--- src/rtl/mdu_div.sv ---
// mdu_div: 32/32 radix-2 restoring divider for the slot-1 EX unit.
// Optional abort path enabled by defining DIV_ANNUL_EN.
module mdu_div (
  input  logic        clk,
  input  logic        rst,
  input  logic        signed_div_i,
  input  logic [31:0] opdata1_i,
  input  logic [31:0] opdata2_i,
  input  logic        start_i,
  input  logic        annul_i,
  output logic [63:0] result_o,
  output logic        ready_o
);

  localparam logic [1:0] FREE    = 2'd0;
  localparam logic [1:0] BY_ZERO = 2'd1;
  localparam logic [1:0] ON      = 2'd2;
  localparam logic [1:0] END     = 2'd3;

  logic [1:0]  state;
  logic [5:0]  cnt;
  logic [63:0] rem;
  logic [31:0] dsr;
  logic        neg_q;
  logic        neg_r;

  logic        annul;
  logic        sign1;
  logic        sign2;
  logic [31:0] dvd_abs;
  logic [31:0] dsr_abs;
  logic [32:0] part_hi;
  logic        no_borrow;
  logic [31:0] trial;
  logic [63:0] rem_step;
  logic [31:0] q_fix;
  logic [31:0] r_fix;

`ifdef DIV_ANNUL_EN
  assign annul = annul_i;
`else
  logic unused_annul;
  assign unused_annul = annul_i;
  assign annul = 1'b0;
`endif

  // operand magnitudes; sign bits only matter in signed mode
  always_comb begin
    sign1   = signed_div_i & opdata1_i[31];
    sign2   = signed_div_i & opdata2_i[31];
    dvd_abs = sign1 ? (32'h0 - opdata1_i) : opdata1_i;
    dsr_abs = sign2 ? (32'h0 - opdata2_i) : opdata2_i;
  end

  // one restoring step: shift, trial-subtract, keep if no borrow
  always_comb begin
    part_hi   = rem[63:31];
    no_borrow = (part_hi >= {1'b0, dsr});
    trial     = rem[62:31] - dsr;
    if (no_borrow)
      rem_step = {trial, rem[30:0], 1'b1};
    else
      rem_step = {rem[62:0], 1'b0};
  end

  // sign correction applied to the finished magnitudes
  always_comb begin
    q_fix = neg_q ? (32'h0 - rem[31:0])  : rem[31:0];
    r_fix = neg_r ? (32'h0 - rem[63:32]) : rem[63:32];
  end

  // control FSM, datapath registers and registered outputs
  always_ff @(posedge clk) begin
    if (rst) begin
      state    <= FREE;
      cnt      <= 6'd0;
      rem      <= 64'h0;
      dsr      <= 32'h0;
      neg_q    <= 1'b0;
      neg_r    <= 1'b0;
      ready_o  <= 1'b0;
      result_o <= 64'h0;
    end else begin
      unique case (state)
        FREE: begin
          if (start_i && !annul) begin
            if (opdata2_i == 32'h0) begin
              state <= BY_ZERO;
            end else begin
              state <= ON;
              cnt   <= 6'd0;
              rem   <= {32'h0, dvd_abs};
              dsr   <= dsr_abs;
              neg_q <= sign1 ^ sign2;
              neg_r <= sign1;
            end
          end
        end
        BY_ZERO: begin
          if (annul) begin
            state <= FREE;
          end else begin
            state    <= END;
            result_o <= 64'h0;
            ready_o  <= 1'b1;
          end
        end
        ON: begin
          if (annul) begin
            state <= FREE;
          end else if (cnt == 6'd32) begin
            state    <= END;
            result_o <= {r_fix, q_fix};
            ready_o  <= 1'b1;
          end else begin
            rem <= rem_step;
            cnt <= cnt + 6'd1;
          end
        end
        END: begin
          if (!start_i) begin
            state    <= FREE;
            ready_o  <= 1'b0;
            result_o <= 64'h0;
          end
        end
        default: state <= FREE;
      endcase
    end
  end

endmodule

--- config.mk ---
export PLATFORM = sky130hd
export DESIGN_NAME = mdu_div
export DESIGN_NICKNAME = d
export VERILOG_FILES = /design/src/rtl/mdu_div.sv
export SDC_FILE = /design/constraint.sdc
export NUM_CORES = 1
export LEC_CHECK = 0
export CAP_MARGIN = 20
export CORE_ASPECT_RATIO = 0.7
export CORE_MARGIN = 2
export CORE_UTILIZATION = 57
export CTS_CLUSTER_DIAMETER = 100
export DETAILED_ROUTE_END_ITERATION = 7
export PLACE_DENSITY = 0.82
export SETUP_SLACK_MARGIN = 0.5
export SYNTH_ARGS = -nofsm -noshare
export SYNTH_HDL_FRONTEND = slang
export SYNTH_SLANG_ARGS = --single-unit
--- constraint.sdc ---
create_clock -name clk -period 4 [get_ports clk]
set_clock_uncertainty 0.05 [all_clocks]
set_input_delay 0.4 -clock clk [delete_from_list [all_inputs] [get_ports clk]]
set_output_delay 0.4 -clock clk [all_outputs]
set_load 0.05 [all_outputs]
Yosys cells after proc, flatten, opt, wreduce, memory -nomap -nowiden

Cells that the tools add are included.

Bits in writable memories: 0
Flip-flop bits (word level): 171
Bits in latches: 0
Memories: 0
Word-level logic and storage cells: 60
Memory bits (read-only): 0

Bitwise operators: 4
Shift operators: 0
Reduce and logical (&&, ||, !) cells: 8
Magnitude comparators: 1
Div/mod/pow operators: 0
Multiply operators: 0
Add/sub/neg operators: 6
Eq/ne operators: 9
Mux-type cells: 24

Operator list:

| operator              | count |
|---|---|
| $mux 64               | 6 |
| $pmux 64 s3           | 1 |
| $mux 32               | 4 |
| $pmux 64 s2           | 1 |
| $sub 1x32->32 const A | 4 |
| $ge 33x32->1          | 1 |
| $logic_not 32->1      | 1 |
| $sub 32x32->32        | 1 |
| $mux 6                | 3 |
| $pmux 6 s2            | 1 |
| $ne 2x2->1 const B    | 5 |
| $reduce_and 3->1      | 3 |
| $mux 2                | 4 |
| $pmux 2 s4            | 1 |
| $add 6x1->6 const B   | 1 |
| $eq 6x6->1 const B    | 1 |
| $eq 2x2->1 const B    | 2 |
| $reduce_and 4->1      | 1 |
| $pmux 1 s3            | 1 |
| $reduce_bool 3->1     | 1 |
| $and 1x1->1           | 2 |
| $eq 2x1->1 const B    | 1 |
| $logic_not 2->1       | 1 |
| $mux 1                | 2 |
| 3 further kinds       | 3 |

Logic depth before layout (Yosys ltp)

Word-level depth: 5
Mapped depth: 14
Gate-level depth less buffers: 13

Least setup slack after synthesis

OpenSTA, ideal clock, no wires.

Kind: reg2reg
Start point: register rem[35]
End point: register rem[56]
Cell stages (with the launch flop): 13
Arrival time: 2.822 ns
Required time: 3.824 ns
Path slack: 1.003 ns
Cell sequence: dfxtp_1 > ha_1 > a21o_1 > a31o_2 > o21ai_0 > a21oi_1 > o21ai_1 > nand4_1 > a31oi_1 > buf_2 > buf_1 > mux2i_1 > o21ai_1

Word-level cells in the longest chain between the ends: 4

Ends and longest elaborated chain:

| item                                           | RTL line | RTL |
|---|---|---|
| from (decl)                                    | 22       | `logic [63:0] rem;` |
| from (signal assigned)                         | 92       | `rem <= {32'h0, dvd_abs};` |
| from (signal assigned)                         | 116      | `rem <= rem_step;` |
| $sub 32x32->32 or $ge 33x32->1 (tied branches) | 59, 58   |  |
| $mux 64 (*)                                    | 60       | `if (no_borrow)` |
| $mux 64 (*)                                    | 111      | `end else if (cnt == 6'd32) begin` |
| $pmux 64 s2 (*)                                | 84       | `unique case (state)` |

Mark *: on every way between the ends. The rest lies on a longest branch, timed or not. The select of a mux whose other input is x is not followed.
A chain may end at the register's enable or synchronous reset.

Worst setup path after layout

Start point: register rem[31]
End point: register rem[52]

The elaborated chain is that of the path after synthesis.

==> flow_summary.yaml <==
run_status:
  status: "complete, no violations"
yosys:
  synth.area.top_cells: "dfxtp_1 32%, nand2_1 7.3%, xnor2_1 6.7%"
  syn_avg_cell_area_um2: 7.68
  synth_top_area_share_pct: 31.5
  synthDistinctLibCells: 65
  synthArstFlopShare_pct: 0
  ys_seq_area_share_pct: 31.5
  yosysWarnings: 0
  syn-cell-area_um2: 10900
  synth_edf_count: 0
  ys_ff_latch: 171
  synth_nets: 1526
  yosysTopAreaCell: "dfxtp_1"
  synthCells: 1414
  synth_ff_type: "dfxtp_1"
sta:
  fin_crit_sh_pct: 82.7
  setup_viol: 0
  hold_viol: 0
  max-slew-margin-rel_pct: 45.7
  min_period_ns: 3.31
  slew_violations: 0
  max_freq_ghz: 0.302
  rsz0062_at_grt: "false"
  tightest_slew_ns: 0.815
  tns_ns: 0
global_route:
  grt_pass1_vias: 9104
  grt-ovfl-total: 0
  grt_pass1_wl_um: 47300
  grtUsageTotal_pct: 29.1
  grt_max_degree: 78
  antenna_found_initial: 0
routing:
  remaining_drc_errors: 0
  dr_wl_met2_um: 11400
  initialDrtViolationCount: 1155
  top_layer_used: "met4"
  wl_met3_um: 3280
  viasPerCell: 5.99
  drtPass1Iterations: 6
  met1Wirelength_um: 14900
  wl_um: 29800
  final_antenna_net_count: 0
  avgRoutedWirePerCell_um: 16.9
  vias: 10551
cells_and_area:
  finalInstanceArea_um2: 13000
  drive_gt1_share_pct: 5.67
  layout_common_cells: "212 x nand2_1, 171 x dfxtp_1, 131 x clkdlybuf4s50_1"
  final_cells: 1760
  antenna_cells: 0
  layout_commonest_cell: "nand2_1"
  layout.nets: 1617
  syn2layout_area_growth_pct: 19.5
power:
  ir_worst_vdd_uv: 428
  total_power_uw: 7010
  p_leak_uw: 0.00515
  power_density_nw_per_um2: 540
floorplan:
  rows: 42
  initial_core_util_pct: 57.8
  die_area_um2: 20200
  core_um2: 18800
  io_pins: 134
  die_h_um: 120
  die_x_um: 169
place:
  postPlaceCellArea_um2: 12400
  dp_hpwl_um: 22400
  port_buffers: 132
  place_congestion: 1.03
  dp.cells: 1727
clocking:
  cts_tree: "built"
  clk_path_buf_depth: 2
  hold_buffers: 0
  cts_buffers: 17
  clk_pin_slew_ns: 0.08
  cts.root.buffer_cell: "clkbuf_16"
  clk_latency_ns: 0.44
  cts_max_level: 4
  cts.sinks: 171
worst_setup_path:
  end_kind: "flop"
  cp-start-kind: "flop"
  startpoint: "rem[31]"
  cp_max_fo: 4
  arrival_ns: 3.62
  required_ns: 4.31
  crit_type: "flop to flop"
  r2r_start: "rem[31]"
run:
  maxCapViolCount: 0
hold_path:
  min_from: "result_o[4]"
  hold_class: "flop to flop"
-- registers in the layout, indices dropped and copies added, names as in the netlist --
register	cells
ready_o	1
neg_q	1
dsr	32
result_o	64
neg_r	1
state	2
cnt	6
rem	64
-- metal layers --
| layer | GRT usage, % | up-vias |
|---|---|---|
| met2 | 38.8 | 520 |
| met5 | 0 | - |
| met4 | 5.82 | 0 |
| met1 | 47.7 | 4831 |
| met3 | 5.44 | 25 |
| li1 | - | 5175 |
-- cells by family (layout without fill, tap and decap cells) --
family	after synthesis	in the layout	share of synthesized area [%]
AO/OA/AOI/OAI	407	407	23.4
XOR/XNOR	150	150	12.1
adder cells (fa/ha/maj)	43	43	5.02
buffers and inverters	141	245	5.12
flip-flops	171	171	31.5
multiplexers	35	35	3.22
AND/OR/NAND/NOR	467	467	19.6
-- synthesized netlist by cell type (3+ instances only) --
cell type	number
or4_4	4
o41ai_1	15
and3_1	4
or2_1	3
nor2_1	117
xnor2_1	83
xor2_1	67
a32oi_1	3
buf_2	16
o211ai_1	9
and2_1	6
o21ai_0	114
nor3_1	20
o21ai_1	17
mux2i_1	35
clkbuf_1	68
a22oi_1	28
nand2_1	212
a31oi_1	8
a21boi_0	4
nand4_1	9
nor4_1	8
or4_1	11
nand3_1	28
a31o_2	3
dfxtp_1	171
o31ai_1	32
nand2b_1	10
a211oi_1	35
a21o_1	23
inv_1	55
a21oi_1	101
or3_1	11
nor3b_1	4
ha_1	42
or2_2	5
-- timing repair --
item / in CTS / in global routing
gates resized for setup: 0 / 3
endpoints found under the setup margin: 0 / 30
setup buffers: 0 / 0
-- where the power goes --
group | internal (µW) | switching (µW)
logic | 1140 | 1960
registers | 1950 | 319
clock network | 843 | 803
-- path summary, 6_finish.rpt --
check                     end  slack, ns  cells after the start
setup / recovery      rem[52]       0.69                     13
hold / removal    result_o[4]       0.41                      2
setup reg to reg      rem[52]       0.69                     13
hold reg to reg   result_o[4]       0.41                      2
-- critical path: stages, from the launching register on --
cell and delay [ns]:
dfxtp_1 0.30, inv_1 0.14, ha_1 0.19, inv_1 0.05, fa_1 0.40, a21o_1 0.20
a221oi_1 0.45, o21ai_1 0.25, a21bo_2 0.30, a41o_1 0.28, a21oi_1 0.20, xnor2_1 0.18
mux2i_1 0.11, o21ai_0 0.15
-- per-stage QoR --
| step | hold WS [ns] | util, % | worst slack (ns) |
|---|---|---|---|
| final | 0.408 | 69.0 | 0.691 |
| after global routing | 0.436 | 69.0 | 0.568 |
| after CTS | 0.410 | 69.0 | 0.648 |
| after detailed placement | 0.393 | 65.8 | 0.338 |
| after global placement | 0.386 | 65.8 | 0.395 |
| after floorplan | 0.382 | - | 1.00 |
-- area by class of cell --
type | count | area (µm²)
well taps | 242 | 303
fillers | 1524 | 5830
multi-input cells | 1102 | 6910
inverters | 55 | 206
repair buffers | 158 | 1540
clock buffers | 17 | 425
flip-flops and latches | 171 | 3420
clock inverters | 15 | 176
(Power assumes the default switching activity.)
